===== config.mk =====
export PLATFORM = sky130hd
export DESIGN_NAME = vram_arbiter
export DESIGN_NICKNAME = d
export VERILOG_FILES = /design/src/rtl/vram_arbiter.sv
export SDC_FILE = /design/constraint.sdc
export NUM_CORES = 1
export LEC_CHECK = 0
export CORE_MARGIN = 2
export CORE_UTILIZATION = 40
export CTS_BUF_LIST = sky130_fd_sc_hd__clkbuf_8
export CTS_CLUSTER_DIAMETER = 80
export DETAILED_ROUTE_END_ITERATION = 10
export HOLD_SLACK_MARGIN = 0.03
export SYNTH_ARGS = -nofsm -noshare
export SYNTH_HDL_FRONTEND = slang
export SYNTH_SLANG_ARGS = --single-unit
export TNS_END_PERCENT = 20

===== constraint.sdc =====
create_clock -name pixClock -period 3.2 [get_ports pixClock]
set_clock_uncertainty 0.05 [all_clocks]
set_input_delay 0.8 -clock pixClock [delete_from_list [all_inputs] [get_ports pixClock]]
set_output_delay 0.8 -clock pixClock [all_outputs]
set_load 0.02 [all_outputs]

===== src/rtl/vram_arbiter.sv =====
// Shares one 32Kx8 VRAM between fixed slot-0 video reads and queued CPU writes.
// Define VRAM_WR_COALESCE_EN to merge a write into the FIFO tail when addresses match.
module vram_arbiter #(
  parameter int FIFO_DEPTH = 4,
  parameter int LVL_W      = 3
) (
  input  logic             pixClock,
  input  logic             reset,
  input  logic [9:0]       hCount,
  input  logic [14:0]      vidAddr,
  input  logic             nVidOE,
  input  logic             wrValid,
  input  logic [14:0]      wrAddr,
  input  logic [7:0]       wrData,
  output logic             wrReady,
  output logic [14:0]      vramAddr,
  output logic [7:0]       vramDout,
  output logic             vramDoutEn,
  output logic             nvramOE,
  output logic             nvramWE,
  output logic [LVL_W-1:0] wrLevel,
  output logic             wrOverflow
);
  localparam int AW = $clog2(FIFO_DEPTH);

  typedef struct packed {
    logic [14:0] addr;
    logic [7:0]  data;
  } wr_ent_t;

  typedef enum logic [1:0] {IDLE, SETUP, STROBE, HOLD} state_t;

  state_t          state;
  wr_ent_t         fifo [FIFO_DEPTH];
  logic [AW-1:0]   rd_idx, wr_idx;
  logic [LVL_W-1:0] level;
  logic [14:0]     wr_addr_q;
  logic            empty, full, in_window, pop, tail_hit, push;
  logic            unused_hcount;

  assign unused_hcount = ^hCount[9:3];
  assign empty     = (level == '0);
  assign full      = (level == LVL_W'(FIFO_DEPTH));
  // Starting no later than slot 4 keeps HOLD inside slot 7, clear of the slot-0 read.
  assign in_window = (hCount[2:0] <= 3'd4);
  assign pop       = (state == IDLE) && !empty && in_window;

`ifdef VRAM_WR_COALESCE_EN
  logic [AW-1:0] tail_idx;
  assign tail_idx = wr_idx - 1'b1;
  // A tail that is also the head leaving this cycle cannot be merged into.
  assign tail_hit = !empty && (fifo[tail_idx].addr == wrAddr) &&
                    !(pop && level == LVL_W'(1));
`else
  assign tail_hit = 1'b0;
`endif

  assign wrReady  = !full || tail_hit;
  assign push     = wrValid && !full && !tail_hit;
  assign wrLevel  = level;
  assign vramAddr = (state == IDLE) ? vidAddr : wr_addr_q;
  assign nvramOE  = (state == IDLE) ? nVidOE : 1'b1;

  always_ff @(posedge pixClock) begin
    if (push) fifo[wr_idx] <= '{addr: wrAddr, data: wrData};
`ifdef VRAM_WR_COALESCE_EN
    if (wrValid && tail_hit) fifo[tail_idx].data <= wrData;
`endif
  end

  always_ff @(posedge pixClock or posedge reset) begin
    if (reset) begin
      rd_idx     <= '0;
      wr_idx     <= '0;
      level      <= '0;
      wrOverflow <= 1'b0;
    end else begin
      if (push) wr_idx <= wr_idx + 1'b1;
      if (pop)  rd_idx <= rd_idx + 1'b1;
      case ({push, pop})
        2'b10:   level <= level + 1'b1;
        2'b01:   level <= level - 1'b1;
        default: level <= level;
      endcase
      if (wrValid && !wrReady) wrOverflow <= 1'b1;
    end
  end

  always_ff @(posedge pixClock or posedge reset) begin
    if (reset) begin
      state      <= IDLE;
      wr_addr_q  <= '0;
      vramDout   <= '0;
      vramDoutEn <= 1'b0;
      nvramWE    <= 1'b1;
    end else begin
      case (state)
        IDLE: if (pop) begin
          state      <= SETUP;
          wr_addr_q  <= fifo[rd_idx].addr;
          vramDout   <= fifo[rd_idx].data;
          vramDoutEn <= 1'b1;
          nvramWE    <= 1'b1;
        end
        SETUP: begin
          state   <= STROBE;
          nvramWE <= 1'b0;
        end
        STROBE: begin
          state   <= HOLD;
          nvramWE <= 1'b1;
        end
        HOLD: begin
          state      <= IDLE;
          vramDoutEn <= 1'b0;
        end
        default: state <= IDLE;
      endcase
    end
  end
endmodule


### After elaboration in Yosys (flattened, before gate mapping)

Memories as Yosys holds them, arrays and structs flattened. A register that Yosys moved wholly into a read port is not among the register bits.
Index checks and enable logic that the tools add are counted.

| operators by class | value |
|---|---|
| $add $sub $neg | 4 |
| muxes and demuxes | 10 |
| equal/unequal tests | 7 |
| reduce and logical (&&, ||, !) cells | 14 |
| magnitude comparators | 1 |

Operators by type and width:

| cell | number |
|---|---|
| two-way mux 15 bit | 1 |
| case mux 2 bit (4 select lines) | 1 |
| equality test 2 bit (second input constant) | 3 |
| case mux 3 bit (2 select lines) | 1 |
| AND reduction 2 bit | 3 |
| adder 2 x 1 -> 2 bit (second input constant) | 2 |
| equality test 2 x 1 -> 1 bit (second input constant) | 2 |
| logical AND 1 bit | 4 |
| two-way mux 1 bit | 4 |
| nonzero test 2 bit | 2 |
| adder 3 x 1 -> 3 bit (second input constant) | 1 |
| equality test 3 bit (second input constant) | 1 |
| less-or-equal comparator 3 bit (second input constant) | 1 |
| logical NOT 3 bit | 1 |
| case mux 1 bit (3 select lines) | 1 |
| nonzero test 3 bit | 1 |
| subtractor 3 x 1 -> 3 bit (second input constant) | 1 |
| logical NOT 1 bit | 2 |
| logical NOT 2 bit | 1 |
| two-way mux 2 bit | 1 |
| != test 2 bit (second input constant) | 1 |
| case mux 1 bit (2 select lines) | 1 |

| storage, ports and cells | value |
|---|---|
| output and inout port bits | 31 |
| bits in registers | 12 |
| logic and storage cells | 44 |
| RAM bits | 92 |
| input bits | 52 |
| memories kept | 1 |

Memories:

| name | words | width | read ports | clocked after Yosys merged registers in | write ports | RTL line | source |
|---|---|---|---|---|---|---|---|
| fifo | 4 | 23 | 1 | 1 | 1 | 34 | `wr_ent_t fifo [FIFO_DEPTH];` |

### Longest topological paths before layout

Gate-level depths: netlist of run 1.

| depth | value |
|---|---|
| depth after elaboration | 6 |
| gate-level depth with buffers | 11 |
| gate-level depth less buffers | 10 |

### Worst setup path after synthesis of run 1

Ideal clock, no wire load.

| path | value |
|---|---|
| path type | input to register |
| start point | input hCount[1] |
| end point | register level[2], in the netlist wrLevel[2] |
| arrival | 2,483 ps |
| required time | 3,070 ps |
| setup time | 80 ps |
| stages on the path | 10 |
| buffers on the path | 1 |
| path slack | 587 ps |
| path through | o21ai_1 > nand3_4 > buf_12 > inv_1 > ha_1 > inv_1 > fa_1 > xor2_1 > nor2_1 > xor2_1 |

| between the ends | value |
|---|---|
| word-level cells in the longest chain between the ends | 4 |
| elaborated cells on any way between the ends | 6 |
| classes of those cells | 1 x order compare; 2 x eq/ne; 1 x mux; 2 x reduce/logical |

RTL lines:

| what | RTL line | source |
|---|---|---|
| start: declaration | 9 | `input logic [9:0] hCount,` |
| less-or-equal comparator 3 bit * | 45 | `assign in_window = (hCount[2:0] <= 3'd4);` |
| logical AND 1 bit * | 46 | `assign pop = (state == IDLE) && !empty && in_window;` |
| net pop | 38 | `logic empty, full, in_window, pop, tail_hit, push;` |
| equality test 2 x 1 -> 1 bit / equality test 2 bit (equally long branches) | 80 | `case ({push, pop})` |
| case mux 3 bit (2 select lines) / nonzero test 2 bit (equally long branches) | -- |  |
| end signal: assignment | 81 | `2'b10: level <= level + 1'b1;` |
| end signal: assignment | 82 | `2'b01: level <= level - 1'b1;` |
| end signal: assignment | 83 | `default: level <= level;` |
| end: declaration | 36 | `logic [LVL_W-1:0] level;` |

The timed path passes the listed nets; every way through them passes the cells marked *.
A chain may end at the register's enable or synchronous reset.

### Final worst setup path of run 1

| path | value |
|---|---|
| start point | register state[0] |
| end point | output vramAddr[13] |

| between the ends | value |
|---|---|
| word-level cells in the longest chain between the ends | 2 |

RTL lines:

| what | RTL line | source |
|---|---|---|
| start: declaration | 33 | `state_t state;` |
| start signal: assignment | 91 | `state <= IDLE;` |
| start signal: assignment | 99 | `state <= SETUP;` |
| start signal: assignment | 106 | `state <= STROBE;` |
| logical NOT 2 bit | 61 | `assign vramAddr = (state == IDLE) ? vidAddr : wr_addr_q;` |
| two-way mux 15 bit | 61 |  |
| end: declaration | 16 | `output logic [14:0] vramAddr,` |

No other way between the ends.

==> summary.txt, run 1 <==
Run status
  – Status: completed

Place
  – Routability cong.: 0.734
  – Area after DPL: 0.00617 mm2
  – Place WS: 0.306 ns
  – DP HPWL: 5740 um
  – Port Buffers: 75

Logic synthesis
  – Post-synthesis adder-cell area fraction: 0.0256
  – Multiplexer share of the synthesized area: 0.200
  – Syn Area/Cell: 20.2 um2
  – Dominant synthesized flop cell: edfxtp_1
  – Simple-Gate Fraction of Synth Area: 0.0213
  – Syn nets: 318
  – Synth Area in XOR/XNOR: 0.0101
  – Ys Warns: 0
  – Seq/Total Area, Yosys: 0.703
  – Number of synthesized flops with an enable pin: 92
  – Post-synthesis cell area: 0.00518 mm2
  – Largest family of logic cells by synthesized area: multiplexers
  – Async set-reset flop share out of synthesis: 0.276
  – Synth top cells by count: edfxtp_1, dfrtp_1, mux4_2
  – Post-Synthesis Cells: 256
  – Top cell type's share of synthesized area: 0.533
  – Synth top area cells: edfxtp_1, dfrtp_1, mux4_2
  – Leading area contributor after synthesis: edfxtp_1
  – Yosys reg bits: 127
  – Yosys cell types: 34
  – Post-synthesis compound-gate area fraction: 0.0135
  – Most common cell in the netlist: edfxtp_1

Global route
  – Total gr overflow: 0
  – First-pass GRT wire length: 14700 um
  – Largest net degree at the start of global routing: 29
  – Initial antenna violation count: 0
  – Global Route Usage Sum: 0.141
  – Vias in the first global route: 2749

Die
  – Initial core utilization: 0.410
  – Core box area: 0.0126 mm2
  – Top Ports: 83
  – Die W: 118 um
  – Std cell rows: 41
  – Die ar.: 0.0139 mm2
  – Height of the chip: 118 um

Timing
  – Slew Viols, Final: 0
  – Max_slew headroom: 0.263
  – Finish-stage setup viols: 0
  – RSZ-0062 raised after global routing: false
  – Final Hold Viols: 0
  – Slew @ Worst Pin: 1.10 ns
  – Fmax: 325 MHz
  – Fin crit period: 3.07 ns
  – Setup tns final: 0 ns
  – Final worst setup slack: 0.125 ns
  – Tcrit/Tclk final: 0.961

Critical path
  – Crit start category: flip-flop
  – CP required: 2.35 ns
  – Crit-path slowest cell: clkdlybuf4s50_1
  – Crit-path max cell delay: 0.54 ns
  – Crit path launch: state[0]$_DFFE_PP0P_
  – Endpoint type of the worst setup path: output pin
  – Crit Path Category: flip-flop to output pin
  – Crit path max fanout: 24
  – Cell Chain, Critical Path: inv_1, ha_1, buf_12, mux2_2, clkdlybuf4s50_1
  – Data arrival time of the critical path: 2.22 ns
  – Critical R2R Launch: state[0]$_DFFE_PP0P_

Clock tree
  – Clk_lat worst skew: 0.42 ns
  – Worst-path clk slew: 0.07 ns
  – Max H-tree Level: 4
  – CTS Buffer Depth: 2
  – Num CTS Buffers: 17
  – Root Driver: clkbuf_8
  – TritonCTS clock tree: yes
  – CTS Sinks: 127

Min path
  – Origin of the worst min-delay path: wrOverflow$_DFFE_PP0P_
  – Worst hold path type: flip-flop to flip-flop

Route
  – Final WL: 9020 um
  – Iteration-0 DRC count of the detailed router: 118
  – Routed Antenna Nets: 0
  – Initial DRT Pass Iterations: 6
  – Routed vias/inst: 4.75
  – Post-DR wirelength/cell: 16.7 um
  – DR vias: 2567
  – Number of remaining DRC errors: 0

Cells and area
  – Ant. Diodes: 0
  – FF+latch area: 0.00364 mm2
  – Layout cells sized above 1: 0.302
  – Filler cells: 1055
  – Final Cell Area: 0.00659 mm2
  – NumNets Final: 417
  – Final core occ: 0.523
  – Area added between synthesis and finish: 27.3%
  – Multi-input gate area: 0.00140 mm2

Power
  – Power share of the combinational group: 0.387
  – Seq pwr share: 0.399
  – Clock Power Share: 0.215
  – Psw: 0.00193 W
  – Power Total: 0.00632 W
  – Leakage: 2.46 nW
  – Internal power: 0.00439 W
  – Pwr dens: 958 mW/mm2
  – Peak supply drop: 0.000268 V
  – Sw Share: 0.306

Flow run
  – Max cap viols: 0
==> metrics by stage <==
stage               hold slack, ns  cells
finish                       0.429    540
global placement             0.401    508
global route                 0.466    540
CTS                          0.438    540
detailed placement           0.421    508
floorplan                    0.425    256
==> final cells by class <==
type	instances	area share
multi-input cells	107	0.212
flip-flops and latches	127	0.552
clock inverters	11	0.0173
repair buffers	91	0.135
inverters	11	0.00626
clock buffers	21	0.0438
well taps	172	0.0326
==> cells by family (layout without fill, tap and decap cells) <==
group	count (synthesis)	count (layout)
muxes	63	63
adders and majority gates	10	10
buffers and inverters	22	134
xor gates and xnor gates	6	6
DFF	127	127
AOI/OAI and AO/OA	11	11
and+or+nand+nor	17	17
==> metal layers <==
metal	global-route usage	vias to the layer above	wire length, um
li1	-	1191	-
met1	0.172	1317	3860
met2	0.236	52	4690
met3	0.0441	7	371
met4	0.0542	0	95
met5	0	-	0
==> timing repair <==
item	4_1_cts	5_1_grt
gates resized for setup	1	6
hold buffers	0	0
pin swaps	0	0
buffers inserted	0	0
setup endpoints to repair	12	15
==> critical path: cells and delay by family (launching register included) <==
kind	cells	cell delay [ns]
multiplexers	1	0.35
adder cells (fa/ha/maj)	1	0.20
buffers and inverters	3	0.83
flip-flops	1	0.42
==> registers in the layout, indices dropped and copies added (netlist names), 2 cells and up <==
| signal | flops |
|---|---|
| wr_addr_q | 15 |
| wr_idx | 2 |
| state | 2 |
| fifo | 92 |
| wrLevel | 3 |
| rd_idx | 2 |
| vramDout | 8 |
==> power by group through the flow <==
stage	clock network, W	registers [W]	logic (W)
4_1_cts	0.00140	0.00253	0.00248
3_5_place_dp	0	0.00256	0.00247
3_3_place_gp	0	0.00255	0.00244
6_report	0.00136	0.00252	0.00244
5_1_grt	0.00147	0.00258	0.00265
2_1_floorplan	0	0.00256	0.00165
==> worst paths after layout <==
path                                             to  cells after the start  slack [ns]
setup reg to reg             wrLevel[2]$_DFFE_PP0P_                     11        0.99
setup / recovery                       vramAddr[13]                      5        0.13
min in group asynchronous  wr_addr_q[8]$_DFFE_PP0P_                      2        0.78
max in group asynchronous  wr_addr_q[2]$_DFFE_PP0P_                      3        1.72
hold / removal               wrOverflow$_DFFE_PP0P_                      1        0.43
hold reg to reg              wrOverflow$_DFFE_PP0P_                      1        0.43
==> layout by cell type (no fill, tap or decap), drive strengths merged <==
cell	netlist	layout
or3	1	1
mux4	23	23
clkdlybuf4s50	0	71
and4	1	1
buf	8	16
edfxtp	92	92
xnor2	4	4
or4b	1	1
o211ai	1	1
dfstp	1	1
nand3	2	2
a31o	1	1
a211o	1	1
a31oi	2	2
xor2	2	2
clkinv	0	4
mux2	39	39
dlymetal6s2s	0	4
clkinvlp	0	5
nand4	1	1
a21oi	3	3
fa	1	1
dfrtp	34	34
nand2b	1	1
nor2	3	3
o21ai	2	2
a21boi	1	1
nand2	2	2
bufinv	0	2
ha	9	9
clkbuf	3	21
and2	5	5
inv	11	11
mux2i	1	1
(Power assumes the default switching activity.)
==> inputs of run 2 (changes only) <==
ABC_AREA = 1   (was default)
==> run 2 against run 1 <==
  * Power is 2.0% higher
  * Clock power increased by 9.6%
  * First-iteration DRC count up 120%
  * Critical endpoint unchanged
  * Design area rose by 0.38%
  * Final cell count rose by 37%
  * Flip-flop and latch count is the same
  * Sequential power decreased by 5%
  * Register-to-register slack better by 0.10 ns
  * Die area up 1.3%
  * Synthesized area up 1.4%
  * Non-clock buffer count shrank 2
==> summary.txt, run 2 <==
Run status
  – Status: completed

Clock tree
  – Clk_lat worst skew: 0.42 ns (about the same)
  – Worst-path clk slew: 0.07 ns (about the same)
  – TritonCTS clock tree: yes
  – CTS Sinks: 127 (unchanged)
  – Post-CTS Setup Repair Bufs: 0 (unchanged)
  – CTS Buffer Depth: 2 (unchanged)
  – Num CTS Buffers: 17 (unchanged)
  – Root Driver: clkbuf_8
  – Max H-tree Level: 4 (unchanged)

Logic synthesis
  – Seq/Total Area, Yosys: 0.693 (-0.00954)
  – Top cell type's share of synthesized area: 0.526 (-0.00724)
  – Post-synthesis cell area: 0.00525 mm2 (+1.4%)
  – Syn Area/Cell: 11.2 um2 (-45%)
  – Post-Synthesis Cells: 469 (+83%)
  – Synth top area cells: edfxtp_1, dfrtp_1, nor2_1
  – Synth top cells by count: edfxtp_1, nor2_1, nand2_1
  – Number of synthesized flops with an enable pin: 92 (unchanged)
  – Most common cell in the netlist: edfxtp_1
  – Leading area contributor after synthesis: edfxtp_1
  – Yosys cell types: 25 (-26%)
  – Dominant synthesized flop cell: edfxtp_1
  – Ys Warns: 0 (unchanged)
  – Async set-reset flop share out of synthesis: 0.276 (unchanged)
  – Yosys reg bits: 127 (unchanged)
  – Syn nets: 531 (+67%)

Global route
  – Initial antenna violation count: 0 (unchanged)
  – First-pass GRT wire length: 16200 um (+10%)
  – Global Route Usage Sum: 0.150 (+0.00920)
  – Vias in the first global route: 3264 (+19%)
  – Total gr overflow: 0 (unchanged)
  – Largest net degree at the start of global routing: 49 (+69%)

Die
  – Height of the chip: 119 um (+0.67%)
  – Initial core utilization: 0.413 (+0.00230)
  – Top Ports: 83 (unchanged)
  – Die W: 119 um (+0.67%)
  – Std cell rows: 41 (unchanged)
  – Core box area: 0.0127 mm2 (+0.81%)
  – Die ar.: 0.0141 mm2 (+1.3%)

Cells and area
  – Ant. Diodes: 0 (unchanged)
  – Commonest non-fill, non-tap cells in the layout: edfxtp_1, nor2_1, nand2_1
  – Commonest non-fill, non-tap cell in the layout: edfxtp_1
  – Register bank with the most flops: fifo
  – Layout cells sized above 1: 0.0989 (-0.203)
  – Biggest regs: fifo x92, wr_addr_q x15, vramDout x8
  – NumNets Final: 615 (+47%)
  – Max reg flops: 92 (unchanged)
  – Area added between synthesis and finish: 26.0%

Route
  – Routed Antenna Nets: 0 (unchanged)
  – Initial DRT Pass Iterations: 7 (+1)
  – Iteration-0 DRC count of the detailed router: 254 (+120%)
  – DR vias: 3383 (+32%)
  – Number of remaining DRC errors: 0 (unchanged)
  – Routed vias/inst: 4.58 (-3.6%)
  – Final WL: 10200 um (+13%)
  – Post-DR wirelength/cell: 13.9 um (-17%)

Timing
  – Fmax: 327 MHz (+0.56%)
  – Final Hold Viols: 0 (unchanged)
  – Setup tns final: 0 ns (unchanged)
  – RSZ-0062 raised after global routing: false
  – Tcrit/Tclk final: 0.955 (-0.00539)
  – Slew Viols, Final: 0 (unchanged)
  – Max_slew headroom: 0.468 (+0.205)
  – Finish-stage setup viols: 0 (unchanged)
  – Fin crit period: 3.06 ns (-0.0172 ns)
  – Final Hold Slack: 0.413 ns (-0.0163 ns)
  – Slew @ Worst Pin: 0.797 ns (-0.302 ns)

Power
  – Pwr dens: 974 mW/mm2 (+1.6%)
  – Peak supply drop: 0.000321 V (+20%)
  – Leakage: 2.63 nW (+6.6%)

Critical path
  – Crit start category: flip-flop
  – Crit Path Category: flip-flop to output pin
  – CP required: 2.35 ns (about the same)
  – Crit path max fanout: 33 (+38%)
  – Endpoint type of the worst setup path: output pin
  – Internal reg-to-reg setup slack: 1.09 ns (+0.10 ns)
  – Data arrival time of the critical path: 2.21 ns (about the same)

Min path
  – Worst hold path type: flip-flop to flip-flop

Place
  – DP HPWL: 6300 um (+9.7%)
  – Port Buffers: 75 (unchanged)
  – Routability cong.: 0.746 (+1.6%)

Flow run
  – Max cap viols: 0 (unchanged)
[run 2: cell count changes in the layout (fill, tap and decap cells not counted), sizes merged, moves of 5 or more]
cell      previous run  this run
nand2                2        81
clkinvlp             5         0
mux4                23         0
and2                 5         0
o21ai                2        89
nor2                 3        91
mux2                39         0
inv                 11        39
[run 2: per-layer routing]
| layer | routed length, um | track usage | vias to the layer above |
|---|---|---|---|
| met2 | 4870 | 0.239 | 91 |
| met5 | 0 | 0 | - |
| met1 | 4580 | 0.189 | 1548 |
| li1 | - | - | 1726 |
| met3 | 579 | 0.0434 | 18 |
| met4 | 197 | 0.0737 | 0 |
[run 2: metrics by stage]
stage / total power [W] / instance area (um2) / setup WS (ns) / std cells / utilization
floorplan: 0.00415 / 5250 / 0.759 / 469 / -
global placement: 0.00494 / 6170 / 0.339 / 706 / 0.485
detailed placement: 0.00501 / 6170 / 0.321 / 706 / 0.485
CTS: 0.00651 / 6610 / 0.0284 / 738 / 0.519
global route: 0.00688 / 6620 / 0.00596 / 738 / 0.520
finish: 0.00645 / 6620 / 0.142 / 738 / 0.520
[run 2: timing repair]
item / 4_1_cts / 5_1_grt
gates resized for setup: 0 / 4
setup endpoints to repair: 0 / 15
hold buffers: 0 / 0
[run 2: path summary, 6_finish.rpt]
kind,from,to,depth (start not counted)
worst max register to register,state[0]$_DFFE_PP0P_,wrLevel[2]$_DFFE_PP0P_,10
worst min-delay path,nvramWE$_DFFE_PP1P_,nvramWE$_DFFE_PP1P_,2
max in group asynchronous,reset,nvramWE$_DFFE_PP1P_,3
worst max-delay path,state[0]$_DFFE_PP0P_,vramAddr[13],6
min in group asynchronous,reset,wrLevel[0]$_DFFE_PP0P_,3
worst min register to register,nvramWE$_DFFE_PP1P_,nvramWE$_DFFE_PP1P_,2
[run 2: cell families (layout without fill, tap and decap cells)]
kind of cell | Yosys count | count (layout) | share of synthesized area
fa+ha+maj | 10 | 10 | 0.0253
compound gates | 94 | 94 | 0.0910
xor+xnor | 4 | 4 | 0.00667
buf+inv | 59 | 156 | 0.0562
flops | 127 | 127 | 0.693
simple gates | 175 | 175 | 0.128
[run 2: layout make-up]
cell class | count | area (um2)
sequential | 127 | 3640
multi-input combinational | 283 | 1330
tap | 172 | 215
clock inverter | 12 | 164
clock buffer | 20 | 275
fill | 1147 | 6100
timing repair buffer | 89 | 867
inverter | 35 | 131
[run 2: worst max-delay path, cell delays in order, from the launching register on]
cell and delay [ns]:
dfrtp_1 0.40, inv_1 0.12, ha_1 0.24, buf_6 0.23, nand2_1 0.08, o21ai_0 0.08, clkdlybuf4s50_1 0.63
[run 2: where the power goes]
group	leakage (nW)	internal (W)	switching, W
logic	1.13	0.000971	0.00159
registers	1.26	0.00225	0.000150
clock network	0.236	0.000904	0.000585
